**src/rtl/toggle_activity_monitor_pkg.sv**
```systemverilog
// Shared types and constants for the toggle activity monitor: FSM state
// encoding and bit positions of the observed sub-circuit nets.
package toggle_activity_monitor_pkg;

  typedef enum logic [1:0] {
    ST_IDLE   = 2'd0,
    ST_PRIME  = 2'd1,
    ST_COUNT  = 2'd2,
    ST_REPORT = 2'd3
  } state_e;

  localparam int IDX_N1 = 0;
  localparam int IDX_N2 = 1;
  localparam int IDX_N3 = 2;
  localparam int IDX_N4 = 3;
  localparam int IDX_N8 = 4;

endpackage

```
**src/rtl/toggle_sat_counter.sv**
```systemverilog
// Saturating up-counter with synchronous clear; holds at all-ones instead
// of wrapping so long windows never under-report activity.
module toggle_sat_counter #(
  parameter int CNT_W = 16
) (
  input  logic             clk,
  input  logic             rst_n,
  input  logic             clr,
  input  logic             inc,
  output logic [CNT_W-1:0] cnt
);

  localparam logic [CNT_W-1:0] CNT_MAX = {CNT_W{1'b1}};
  localparam logic [CNT_W-1:0] CNT_ONE = {{(CNT_W-1){1'b0}}, 1'b1};

  logic [CNT_W-1:0] cnt_r;

  // Count register: clear has priority, increments stop at the maximum.
  always_ff @(posedge clk or negedge rst_n) begin
    if (!rst_n) begin
      cnt_r <= {CNT_W{1'b0}};
    end else if (clr) begin
      cnt_r <= {CNT_W{1'b0}};
    end else if (inc && (cnt_r != CNT_MAX)) begin
      cnt_r <= cnt_r + CNT_ONE;
    end
  end

  assign cnt = cnt_r;

endmodule

```
**src/rtl/toggle_activity_monitor.sv**
```systemverilog
// Counts per-net toggles over a window of qualified samples; the first
// sample of a window only primes the previous-value register.
module toggle_activity_monitor
  import toggle_activity_monitor_pkg::*;
#(
  parameter int NETS  = 5,
  parameter int CNT_W = 16,
  parameter int WIN_W = 16
) (
  input  logic                  clk,
  input  logic                  rst_n,
  input  logic                  start,
  input  logic [WIN_W-1:0]      win_len,
  input  logic                  sample_vld,
  input  logic [NETS-1:0]       sample,
  output logic                  busy,
  output logic                  res_valid,
  input  logic                  res_ready,
  output logic [NETS*CNT_W-1:0] res_cnt
);

  localparam logic [WIN_W-1:0] WIN_ZERO = {WIN_W{1'b0}};
  localparam logic [WIN_W-1:0] WIN_ONE  = {{(WIN_W-1){1'b0}}, 1'b1};

  state_e            state_r;
  state_e            state_s;
  logic [NETS-1:0]   prev_r;
  logic [WIN_W-1:0]  remaining_r;
  logic [WIN_W-1:0]  win_len_r;
  logic              busy_r;
  logic              res_valid_r;
  logic              clr_s;
  logic [NETS-1:0]   inc_s;

  // Next-state decode; start is only honoured from IDLE.
  always_comb begin
    state_s = state_r;
    case (state_r)
      ST_IDLE: begin
        if (start) state_s = ST_PRIME;
        else       state_s = ST_IDLE;
      end
      ST_PRIME: begin
        if (sample_vld) begin
          if (win_len_r == WIN_ZERO) state_s = ST_REPORT;
          else                       state_s = ST_COUNT;
        end else begin
          state_s = ST_PRIME;
        end
      end
      ST_COUNT: begin
        if (sample_vld && (remaining_r == WIN_ONE)) state_s = ST_REPORT;
        else                                        state_s = ST_COUNT;
      end
      ST_REPORT: begin
        if (res_ready) state_s = ST_IDLE;
        else           state_s = ST_REPORT;
      end
      default: state_s = ST_IDLE;
    endcase
  end

  // Counter controls: clear on accepted start, increment on toggles in COUNT.
  always_comb begin
    clr_s = 1'b0;
    inc_s = {NETS{1'b0}};
    if (state_r == ST_IDLE) begin
      clr_s = start;
    end else if ((state_r == ST_COUNT) && sample_vld) begin
      inc_s = sample ^ prev_r;
    end else begin
      inc_s = {NETS{1'b0}};
    end
  end

  // State and registered status outputs, decoded from the next state.
  always_ff @(posedge clk or negedge rst_n) begin
    if (!rst_n) begin
      state_r     <= ST_IDLE;
      busy_r      <= 1'b0;
      res_valid_r <= 1'b0;
    end else begin
      state_r     <= state_s;
      busy_r      <= (state_s != ST_IDLE);
      res_valid_r <= (state_s == ST_REPORT);
    end
  end

  // Window bookkeeping: latched length, remaining samples, previous sample.
  always_ff @(posedge clk or negedge rst_n) begin
    if (!rst_n) begin
      win_len_r   <= WIN_ZERO;
      remaining_r <= WIN_ZERO;
      prev_r      <= {NETS{1'b0}};
    end else if (clr_s) begin
      win_len_r   <= win_len;
      remaining_r <= win_len;
      prev_r      <= {NETS{1'b0}};
    end else if ((state_r == ST_PRIME) && sample_vld) begin
      prev_r      <= sample;
    end else if ((state_r == ST_COUNT) && sample_vld) begin
      prev_r      <= sample;
      remaining_r <= remaining_r - WIN_ONE;
    end
  end

  for (genvar i = 0; i < NETS; i++) begin : g_cnt
    toggle_sat_counter #(
      .CNT_W(CNT_W)
    ) u_cnt (
      .clk   (clk),
      .rst_n (rst_n),
      .clr   (clr_s),
      .inc   (inc_s[i]),
      .cnt   (res_cnt[i*CNT_W +: CNT_W])
    );
  end

  assign busy      = busy_r;
  assign res_valid = res_valid_r;

endmodule
```
**config.mk**
```make
export PLATFORM = sky130hd
export DESIGN_NAME = toggle_activity_monitor
export DESIGN_NICKNAME = d
export VERILOG_FILES = /design/src/rtl/toggle_activity_monitor_pkg.sv /design/src/rtl/toggle_sat_counter.sv /design/src/rtl/toggle_activity_monitor.sv
export SDC_FILE = /design/constraint.sdc
export NUM_CORES = 1
export LEC_CHECK = 0
export ABC_AREA = 1
export BUFFER_PORTS_ARGS = -buffer_cell sky130_fd_sc_hd__clkbuf_2
export CAP_MARGIN = 25
export CORE_ASPECT_RATIO = 1.2
export CORE_MARGIN = 3
export CORE_UTILIZATION = 60
export CTS_BUF_LIST = sky130_fd_sc_hd__clkbuf_8
export CTS_CLUSTER_DIAMETER = 60
export DETAILED_ROUTE_END_ITERATION = 10
export PLACE_DENSITY = 0.87
export SLEW_MARGIN = 20
export SYNTH_ARGS = -nofsm -noshare
export SYNTH_HDL_FRONTEND = slang
export SYNTH_SLANG_ARGS = --single-unit
```
**constraint.sdc**
```tcl
create_clock -name clk -period 2.3 [get_ports clk]
set_clock_uncertainty 0.1 [all_clocks]
set_input_delay 0.115 -clock clk [delete_from_list [all_inputs] [get_ports clk]]
set_output_delay 0.115 -clock clk [all_outputs]
set_load 0.02 [all_outputs]
```
==> out/qor.yml <==
clock_network:
  numCtsBuffers: 17
  cts_sinks: 121
  cts_tree: "built"
  cts_root_buffer: "clkbuf_8"
  worstSkewPairLatency_ps: 440
  h-tree-depth: 4
  path_clk_slew_ps: 80
  cts_buffer_depth: 2
  post_cts_buffers: 0
route:
  wire_per_inst_um: 13.6
  totalWireLength_um: 18200
  num_vias: 7193
  drt_iter0_drc: 639
  drtAntennaViolNets: 0
  firstDrtPassIters: 5
  routed_via_density: 5.38
  drcViolationCount: 0
setup_path:
  worst-path-buf-inv: 1
  crit_chain: "ha_1 > inv_1 > nor2_4 > nand2_1 > nor2_1 > nor2_2 > nor2_4 > nand2_1 > o21ai_1"
  start_kind: "flip-flop"
  critPathCaptureType: "flip-flop"
  crit_family: "simple AND/OR/NAND/NOR gates"
  crit_arrival_ps: 2270
  cp.required_ps: 2520
  critPathKind: "reg -> reg"
  critPathMaxStageDelay_ps: 450
  critPathSlowestCell: "nor2_2"
  critPathMaxFanout: 12
min_path:
  min_path_type: "in -> async"
yosys:
  syn_nets: 1065
  syn_avg_cell_area_um2: 7.18
  syn_area_um2: 7410
  syn_inst: 1032
  synth.area.top_cells: "dfrtp_1 41%, nand2_1 19%, nand3_1 7.0%"
  synth.most_common_cell: "nand2_1"
  synthTopCellsByCount: "369 x nand2_1, 121 x dfrtp_1, 112 x nor2_1, 104 x nand3_1, 81 x inv_1"
  yosys.area.top_type: "dfrtp_1"
  synth_warnings: 0
  async_reset_ff_frac: 1.00
  synth_edf_count: 0
  synth.distinct_cells: 34
  synth_top_area_share: 0.409
  ys_seq_area_frac: 0.409
  synth_flop_cell: "dfrtp_1"
  yosys_register_bits: 121
sta:
  timing.final.crit_period_ps: 2050
  fin_crit_sh: 0.892
  slew_headroom: 0.610
  finalSetupTns_ps: 0
  setup_viol: 0
  slew_violations: 0
  rsz0062_at_grt: "false"
  hold_viol: 0
  fmax_ghz: 0.487
  tightest_slew_ps: 585
power_and_ir_drop:
  pwr_density_cell_nw_per_um2: 817
  max-vdd-ir-drop_mv: 0.657
  power_uw: 7080
  p_leak_uw: 0.00437
die:
  die_y_um: 128
  placementRows: 43
  io_pins: 108
  die_area_um2: 13700
  die_w_um: 107
  design.core.area_um2: 11800
  start_util: 0.626
cells_and_area:
  fill_cells: 980
  drive_gt1_frac: 0.165
  seq_area_um2: 3030
  area_delta_synth_final_pct: 17.0
  fin_nets: 1199
  diodes: 0
  multi_input_area_um2: 3870
placement:
  dp_hpwl_um: 12400
  place_congestion: 0.918
  port_buffers: 107
global_routing:
  grt.overflow.total: 0
  grt_max_degree: 53
  grt_pass1_wl_um: 30800
  grt_pass1_vias: 6800
  grtUsageTotal: 0.275
  antenna_found_initial: 0
run:
  drv_cap: 0
run_status:
  status: "complete, no violations"
stage by stage:
step | utilization | hold WS, ps | std cells | area (um2) | setup WS (ps)
floorplan | - | -281 | 1032 | 7410 | 499
global placement | 0.680 | -43.1 | 1279 | 8050 | 359
detailed placement | 0.680 | -39.1 | 1279 | 8050 | 279
CTS | 0.732 | 21.4 | 1335 | 8660 | 233
global route | 0.733 | 47.8 | 1336 | 8670 | 72.4
finish | 0.733 | 25.9 | 1336 | 8670 | 248
layout by cell type (no fill, tap or decap):
cell type and instances:
dlygate4sd3_1 24, nand4_1 61, o21bai_1 16, bufinv_16 2, inv_1 85, and2_0 1
nor2_4 13, ha_1 7, o221ai_1 1, nand3_4 1, nor3b_1 1, clkbuf_2 106
clkbuf_8 19, xor2_1 16, xnor2_1 3, o21ai_1 15, nand3_1 104, nand3b_1 14
o211ai_1 5, nand2_1 368, dfrtp_1 121, nor2_8 2, buf_12 1, nand2_4 1
and2_1 4, nor3_1 4, nand3_2 3, a21oi_1 8, nor2_1 112, nand2_2 5
inv_2 2, or2_2 13, o21ai_0 14, clkinvlp_4 1, buf_4 12, clkinv_2 7
nor2_2 7
worst paths after layout:
check | from | end | slack, ps | cells past startpoint
worst max-delay path | g_cnt[0].u_cnt.cnt[0] | g_cnt[0].u_cnt.cnt[12] | 250 | 9
worst max register to register | g_cnt[0].u_cnt.cnt[0] | g_cnt[0].u_cnt.cnt[12] | 250 | 9
worst min-delay path | rst_n | g_cnt[0].u_cnt.cnt[6] | 30 | 2
max in group asynchronous | rst_n | win_len_r[11] | 1440 | 3
worst min register to register | win_len_r[9] | win_len_r[9] | 380 | 2
min in group clk | start | win_len_r[12] | 100 | 4
worst register-to-register path: stages (launching register included):
cell and delay (ps):
dfrtp_1 430, ha_1 280, inv_1 120, nor2_4 60
nand2_1 100, nor2_1 60, nor2_2 450, nor2_4 170
nand2_1 90, o21ai_1 70
kinds of logic after synthesis:
kind of cell | synth area share
compound gates | 0.0474
xor+xnor | 0.0225
fa+ha+maj | 0.0118
buf+inv | 0.0711
flops | 0.409
simple gates | 0.439
state kept, by name, indices dropped and copies added (netlist names):
| signal | count |
|---|---|
| prev_r | 5 |
| remaining_r | 16 |
| res_valid | 1 |
| state_r | 2 |
| g_cnt.u_cnt.cnt | 80 |
| win_len_r | 16 |
| busy | 1 |
layer usage:
metal  global-route usage  share of wire  vias to the layer above
met3               0.0584          0.056                       33
met4               0.0906          0.017                        0
li1                     -              -                     3626
met2                0.478           0.50                      214
met5                    0              0                        -
met1                0.340           0.43                     3320
power by group:
part	internal, uW	total [uW]	switching [uW]	leakage (uW)
Sequential	2540	2870	325	0.00162
Clock	990	1830	842	0.000210
Combinational	738	2380	1640	0.00254
Total	4270	7080	2810	0.00437
final cells by class:
type | count | share of cell area
multi-input cells | 799 | 0.447
flip-flops and latches | 121 | 0.349
repair buffers | 143 | 0.102
inverters | 84 | 0.0365
clock buffers | 19 | 0.0302
well taps | 157 | 0.0227
clock inverters | 13 | 0.0130
repair_timing:
item / 4_1_cts / 5_1_grt
hold endpoints to repair: 160 / 0
gates resized for setup: 0 / 1
setup endpoints to repair: 0 / 2
hold buffers: 24 / 0
Power figures use the tool's default switching activity.
